==> config.mk <==
export PLATFORM = sky130hd
export DESIGN_NAME = vga_sync_rx
export DESIGN_NICKNAME = d
export VERILOG_FILES = /design/src/rtl/vga_timing_pkg.sv /design/src/rtl/sync_edge_det.sv /design/src/rtl/vga_sync_rx.sv
export SDC_FILE = /design/constraint.sdc
export NUM_CORES = 1
export LEC_CHECK = 0
export CORE_ASPECT_RATIO = 0.8
export CORE_MARGIN = 2
export CORE_UTILIZATION = 50
export DETAILED_ROUTE_END_ITERATION = 8
export PLACE_DENSITY = 0.72
export SLEW_MARGIN = 20
export SYNTH_ARGS = -nofsm -noshare
export SYNTH_HDL_FRONTEND = slang
export SYNTH_SLANG_ARGS = --single-unit
export TNS_END_PERCENT = 5
==> constraint.sdc <==
create_clock -name clk -period 4 [get_ports clk]
set_clock_uncertainty 0.2 [all_clocks]
set_input_delay 0.6 -clock clk [delete_from_list [all_inputs] [get_ports clk]]
set_output_delay 0.6 -clock clk [all_outputs]
set_load 0.1 [all_outputs]
==> src/rtl/vga_timing_pkg.sv <==
// 640x480@60 timing constants shared by the VGA generator and receiver,
// plus the receiver lock-state encoding.
package vga_timing_pkg;

  localparam int H_SYNC      = 96;
  localparam int H_BACK      = 48;
  localparam int H_ACT       = 640;
  localparam int H_FRONT     = 16;
  localparam int V_SYNC      = 2;
  localparam int V_BACK      = 33;
  localparam int V_ACT       = 480;
  localparam int V_FRONT     = 10;
  localparam int H_TOTAL     = H_SYNC + H_BACK + H_ACT + H_FRONT;
  localparam int V_TOTAL     = V_SYNC + V_BACK + V_ACT + V_FRONT;
  localparam int LOCK_FRAMES = 2;
  localparam int H_TIMEOUT   = 2048;

  typedef enum logic [1:0] {
    SEARCH  = 2'd0,
    ACQUIRE = 2'd1,
    LOCKED  = 2'd2
  } rx_state_t;

endpackage

==> src/rtl/sync_edge_det.sv <==
// Two-flop synchronizer for an asynchronous active-low sync input, followed by
// a falling-edge detector that only compares samples taken on pixel enables.
module sync_edge_det (
  input  logic clk,
  input  logic rst,
  input  logic pix_ce,
  input  logic din,
  output logic fall
);

  logic [1:0] sync_ff;
  logic       prev;

  // Flops idle high so a reset never fabricates an edge.
  always_ff @(posedge clk) begin
    if (rst) begin
      sync_ff <= 2'b11;
      prev    <= 1'b1;
    end else begin
      sync_ff <= {sync_ff[0], din};
      if (pix_ce) prev <= sync_ff[1];
    end
  end

  assign fall = pix_ce & prev & ~sync_ff[1];

endmodule

==> src/rtl/vga_sync_rx.sv <==
// VGA timing receiver: measures incoming HS/VS line and frame lengths, locks to
// the nominal timing and regenerates x/y/de for downstream capture logic.
//   state   | meaning
//   SEARCH  | no timing reference; waiting for a good frame
//   ACQUIRE | good_cnt consecutive good frames seen
//   LOCKED  | timing trusted; de/x/y valid
module vga_sync_rx #(
  parameter int H_SYNC      = vga_timing_pkg::H_SYNC,
  parameter int H_BACK      = vga_timing_pkg::H_BACK,
  parameter int H_ACT       = vga_timing_pkg::H_ACT,
  parameter int H_FRONT     = vga_timing_pkg::H_FRONT,
  parameter int V_SYNC      = vga_timing_pkg::V_SYNC,
  parameter int V_BACK      = vga_timing_pkg::V_BACK,
  parameter int V_ACT       = vga_timing_pkg::V_ACT,
  parameter int V_FRONT     = vga_timing_pkg::V_FRONT,
  parameter int LOCK_FRAMES = vga_timing_pkg::LOCK_FRAMES,
  parameter int H_TIMEOUT   = vga_timing_pkg::H_TIMEOUT
) (
  input  logic        clk,
  input  logic        rst,
  input  logic        pix_ce,
  input  logic        hs_in,
  input  logic        vs_in,
  output logic [9:0]  x,
  output logic [8:0]  y,
  output logic        de,
  output logic        line_start,
  output logic        frame_start,
  output logic [10:0] meas_h,
  output logic [9:0]  meas_v,
  output logic        locked,
  output logic        err
);

  import vga_timing_pkg::*;

  localparam int          GW      = $clog2(LOCK_FRAMES + 1);
  localparam logic [10:0] H_TOT_L = 11'(H_SYNC + H_BACK + H_ACT + H_FRONT);
  localparam logic [9:0]  V_TOT_L = 10'(V_SYNC + V_BACK + V_ACT + V_FRONT);
  localparam logic [10:0] H_TO    = 11'(H_TIMEOUT - 1);
  localparam logic [10:0] H_MAX   = 11'h7ff;
  localparam logic [9:0]  V_MAX   = 10'h3ff;
  localparam logic [10:0] X_LO    = 11'(H_SYNC + H_BACK);
  localparam logic [10:0] X_HI    = 11'(H_SYNC + H_BACK + H_ACT - 1);
  localparam logic [9:0]  Y_LO    = 10'(V_SYNC + V_BACK);
  localparam logic [9:0]  Y_HI    = 10'(V_SYNC + V_BACK + V_ACT - 1);
  localparam logic [GW-1:0] LOCK_N = GW'(LOCK_FRAMES);

  rx_state_t       state, state_nxt;
  logic [GW-1:0]   good_cnt, good_nxt;
  logic            err_nxt;
  logic            hs_fall, vs_fall;
  logic [10:0]     h_cnt, h_cnt_nxt, meas_h_nxt;
  logic [9:0]      v_cnt, v_cnt_nxt, meas_v_nxt;
  logic            vs_pend, bad_line;
  logic            pend_now, frame_evt, line_bad, frame_good, timeout;
  logic            de_nxt;

  sync_edge_det u_hs_det (
    .clk    (clk),
    .rst    (rst),
    .pix_ce (pix_ce),
    .din    (hs_in),
    .fall   (hs_fall)
  );

  sync_edge_det u_vs_det (
    .clk    (clk),
    .rst    (rst),
    .pix_ce (pix_ce),
    .din    (vs_in),
    .fall   (vs_fall)
  );

  assign meas_h_nxt = h_cnt + 11'd1;
  assign meas_v_nxt = v_cnt + 10'd1;
  // A VS fall landing on the same sample as the HS fall commits immediately.
  assign pend_now   = vs_pend | vs_fall;
  assign frame_evt  = hs_fall & pend_now;
  assign line_bad   = hs_fall & (meas_h_nxt != H_TOT_L);
  assign frame_good = (meas_v_nxt == V_TOT_L) & ~bad_line & ~line_bad;
  assign timeout    = pix_ce & (h_cnt == H_TO);
  assign locked     = (state == LOCKED);

  always_comb begin
    h_cnt_nxt = h_cnt;
    v_cnt_nxt = v_cnt;
    if (pix_ce) begin
      if (hs_fall)             h_cnt_nxt = '0;
      else if (h_cnt != H_MAX) h_cnt_nxt = h_cnt + 11'd1;
      if (frame_evt)                     v_cnt_nxt = '0;
      else if (hs_fall && v_cnt != V_MAX) v_cnt_nxt = v_cnt + 10'd1;
    end
  end

  always_comb begin
    state_nxt = state;
    good_nxt  = good_cnt;
    err_nxt   = 1'b0;
    if (timeout) begin
      state_nxt = SEARCH;
      good_nxt  = '0;
      err_nxt   = (state == LOCKED);
    end else begin
      case (state)
        SEARCH: begin
          if (frame_evt && frame_good) begin
            good_nxt  = GW'(1);
            state_nxt = ACQUIRE;
          end
        end
        ACQUIRE: begin
          if (frame_evt) begin
            if (frame_good) begin
              good_nxt = good_cnt + GW'(1);
              if (good_nxt >= LOCK_N) state_nxt = LOCKED;
            end else begin
              good_nxt  = '0;
              state_nxt = SEARCH;
            end
          end
        end
        LOCKED: begin
          // Lines are judged as they end; no waiting for the frame boundary.
          if (line_bad || (frame_evt && !frame_good)) begin
            good_nxt  = '0;
            state_nxt = SEARCH;
            err_nxt   = 1'b1;
          end
        end
        default: begin
          good_nxt  = '0;
          state_nxt = SEARCH;
        end
      endcase
    end
  end

  assign de_nxt = (state_nxt == LOCKED) &&
                  (h_cnt_nxt >= X_LO) && (h_cnt_nxt <= X_HI) &&
                  (v_cnt_nxt >= Y_LO) && (v_cnt_nxt <= Y_HI);

  always_ff @(posedge clk) begin
    if (rst) begin
      state       <= SEARCH;
      good_cnt    <= '0;
      h_cnt       <= '0;
      v_cnt       <= '0;
      vs_pend     <= 1'b0;
      bad_line    <= 1'b0;
      meas_h      <= '0;
      meas_v      <= '0;
      line_start  <= 1'b0;
      frame_start <= 1'b0;
      err         <= 1'b0;
      de          <= 1'b0;
      x           <= '0;
      y           <= '0;
    end else begin
      state       <= state_nxt;
      good_cnt    <= good_nxt;
      h_cnt       <= h_cnt_nxt;
      v_cnt       <= v_cnt_nxt;
      line_start  <= 1'b0;
      frame_start <= 1'b0;
      err         <= err_nxt;
      if (pix_ce) begin
        if (hs_fall) begin
          meas_h     <= meas_h_nxt;
          line_start <= 1'b1;
        end
        if (frame_evt) begin
          meas_v      <= meas_v_nxt;
          frame_start <= 1'b1;
          vs_pend     <= 1'b0;
          bad_line    <= 1'b0;
        end else begin
          vs_pend <= pend_now;
          if (line_bad) bad_line <= 1'b1;
        end
        de <= de_nxt;
        x  <= de_nxt ? 10'(h_cnt_nxt - X_LO) : 10'd0;
        y  <= de_nxt ? 9'(v_cnt_nxt - Y_LO)  : 9'd0;
      end
    end
  end

endmodule

==> run metrics <==
total of max-cap violations=0; hold buffer count at cts=0; WP buf/inv=2; Synth Cell Area=0.00428 sq mm; DR vias=3988; Gate Count Post-Synth=527; end point of the critical path=x[0]; FP Rows=30; Synth Warn #=0; initial antenna violation count=0; core outline area=0.00841 sq mm; first-pass GRT wire length=18400 um; max-slew violations=0; RSZ-0062 raised after global routing=false; CTS tree=yes; Die X=107 um; final setup violation count=0; reg2reg setup slack=270 ps; end-of-flow core utilization=60.0%; FF-to-FF End=x[0]; Leakage=1.79 nW; DRT antenna net count=0; port buffer count=49; initial core utilization=50.9%; period utilization=93.2%; Relative slew margins=34.2%; R2R depth=16; Post-synth ARST share=0%; ratio of cells with drive above 1 in the final layout=12.0%; Setup crit end kind=flop; Fillers=784; critical path's largest stage delay=450 ps; startpoint types=flop; Sequential Area=0.00154 sq mm; vias per cell=5.86; Levels on crit path=16; gpl congestion=0.919; Antenna Diode Count=0; Worst Setup SP=v_cnt[1]; Post-Synth Simple-Gate Area=26.1%; most common flop cell mapped by yosys=dfxtp_1; DRC=0; number of global-route vias before repair=3595; die height=86.8 um; Area Growth Syn to Fin=17.7%; Initial DRC Count=450; R2R Path Start=v_cnt[1]; slowest CP cell=dfxtp_1; Num CTS Buffers=9; setup TNS=0 ps; num ports=50; Syn Nets=540; maximum VDD drop=0.164 mV; CP Max Fanout=20; largest net degree at the start of global routing=55; crit-path cells=ha_1, nand4_1, or3_1, nand2_1, nor2_1, a21oi_1, inv_1, ha_1, a21oi_1, o21ai_0, a21o_1, o31a_1, or3_1, nand4_1, buf_12, o31ai_1; EDFF count, synth=0; Required @ worst endpoint=4040 ps; fin cells=680; Worst-path clk slew=80 ps; largest family of logic cells by synthesized area=simple AND/OR/NAND/NOR gates; kind of critical path=reg -> reg; Routed WL=11200 um; CTS root buffer=clkbuf_8; post-synthesis sequential area ratio=36.0%; Pre-Repair DR Iteration Count=7; Max Buffers Root-to-Sink=2; slew at the pin with the worst max-slew slack=984 ps; Final min period=3730 ps; footprint of the multi-input gates=0.00245 sq mm; Adder-Cell Fraction of Synth Area=2.34%; Post-Place Cells=664; Compound-Gate Fraction of Synth Area=22.1%; largest delay contributor family on the critical path=simple AND/OR/NAND/NOR gates; clk_lat worst skew=360 ps; total gr overflow=0; H-tree Lvls=3; Detail Placement HPWL=7920 um; Sink Count=77; post-synthesis cell type count=64; final hold vios=0; post-synthesis xor/xnor area fraction=6.34%; #FFs+latches synth=77; Mean Syn Cell Area=8.13 sq um; routed wire length per instance=16.5 um; NumNets Final=576; pre-CTS WS=151 ps; Pwr Total=1.51 mW; crit path DAT=3760 ps; fmax=268 MHz; post-synthesis mux area share=0.321%; Final WS setup=274 ps; status=finished, final reports clean; Hold Path Class=reg -> reg; PD cells=300 mW/mm^2; Die ar.=0.00933 sq mm; total track usage=25.0%
[synthesized netlist by cell type (9+ instances only)]
cell type  instances  area share [%]
nor2b_1           10             1.5
a211oi_1          18             3.2
buf_2             14             1.6
and2_1             9             1.3
inv_1             13             1.1
nor3_1            12             1.4
xor2_1            14             2.9
o21ai_0           13             1.5
dfxtp_1           77              36
nor2_1            59             5.2
a21oi_1           23             2.7
nand2_1           58             5.1
xnor2_1           17             3.5
nand3_1           22             2.6
clkbuf_1          22             1.9
nand4_1           14             2.0
o31ai_1           11             1.9
[layout by cell type, fill, tap and decap left out, types with 4 or more instances in the layout]
cell             Yosys  routed
a211oi_1            18      18
a21o_1               4       4
a21oi_1             23      23
a31oi_1              4       4
a32oi_1              4       4
and2_1               9       9
buf_4                5      21
clkbuf_8             0      10
clkdlybuf4s50_1      0      48
dfxtp_1             77      76
ha_1                 8       8
inv_1               13      13
nand2_1             58      58
nand3_1             22      22
nand4_1             14      14
nor2_1              59      59
nor2b_1             10      10
nor3_1              12      12
o21a_1               4       4
o21ai_0             13      13
o21ai_1              5       5
o31ai_1             11      11
o31ai_2              7       7
or2_2                6       6
or3_1                8       8
xnor2_1             17      17
xor2_1              14      14
[routing by layer]
layer	track usage (%)	vias up	wire length [um]
met2	32.1	158	4320
met5	0	-	0
met1	40.1	1856	5910
met3	6.02	13	821
li1	-	1961	-
met4	7.34	0	136
[repair_timing]
item                                    in CTS  in global routing
endpoints found under the setup margin       0                 20
buffers inserted                             0                  0
resized for setup                            0                  1
[final cells by class]
| class | instances | area share (%) |
|---|---|---|
| Clock inverter | 6 | 1.24 |
| Sequential cell | 77 | 30.6 |
| Clock buffer | 10 | 2.73 |
| Multi-Input combinational cell | 391 | 48.5 |
| Timing Repair Buffer | 71 | 13.2 |
| Inverter | 13 | 0.968 |
| Tap cell | 112 | 2.78 |
[sequential cells by signal, summed over array words and instances (netlist names), 2 cells and up]
| name | count |
|---|---|
| good_cnt | 2 |
| y | 9 |
| u_hs_det.sync_ff | 2 |
| state | 2 |
| x | 10 |
| meas_h | 11 |
| u_vs_det.sync_ff | 2 |
| meas_v | 10 |
| v_cnt | 10 |
| h_cnt | 11 |
[power breakdown]
group | switching, mW | total [mW] | internal, mW
sequential | 0.00692 | 0.783 | 0.776
combinational | 0.0849 | 0.118 | 0.0330
clock | 0.308 | 0.611 | 0.303
[stage by stage]
| step | hold WS (ps) | area, sq um |
|---|---|---|
| floorplan | 189 | 4280 |
| global placement | 194 | 4840 |
| detailed placement | 194 | 4840 |
| CTS | 217 | 5040 |
| global route | 236 | 5040 |
| finish | 215 | 5040 |
[cell families (layout without fill, tap and decap cells)]
logic type,count (synthesis),after routing
AOI/OAI and AO/OA,128,128
DFF,77,77
buffers and inverters,59,100
and+or+nand+nor,223,223
muxes,1,1
adders and majority gates,8,8
xor gates and xnor gates,31,31
[how the worst min path moves through the flow]
stage,endpoint,cells past startpoint,slack (ps),start
floorplan,u_hs_det.sync_ff[1],1,190,u_hs_det.sync_ff[0]
global placement,u_hs_det.sync_ff[1],1,190,u_hs_det.sync_ff[0]
detailed placement,u_hs_det.sync_ff[1],1,190,u_hs_det.sync_ff[0]
CTS,u_hs_det.sync_ff[1],1,220,u_hs_det.sync_ff[0]
global route,u_hs_det.sync_ff[1],1,240,u_hs_det.sync_ff[0]
finish,u_hs_det.sync_ff[1],1,220,u_hs_det.sync_ff[0]
Power figures use the tool's default switching activity.
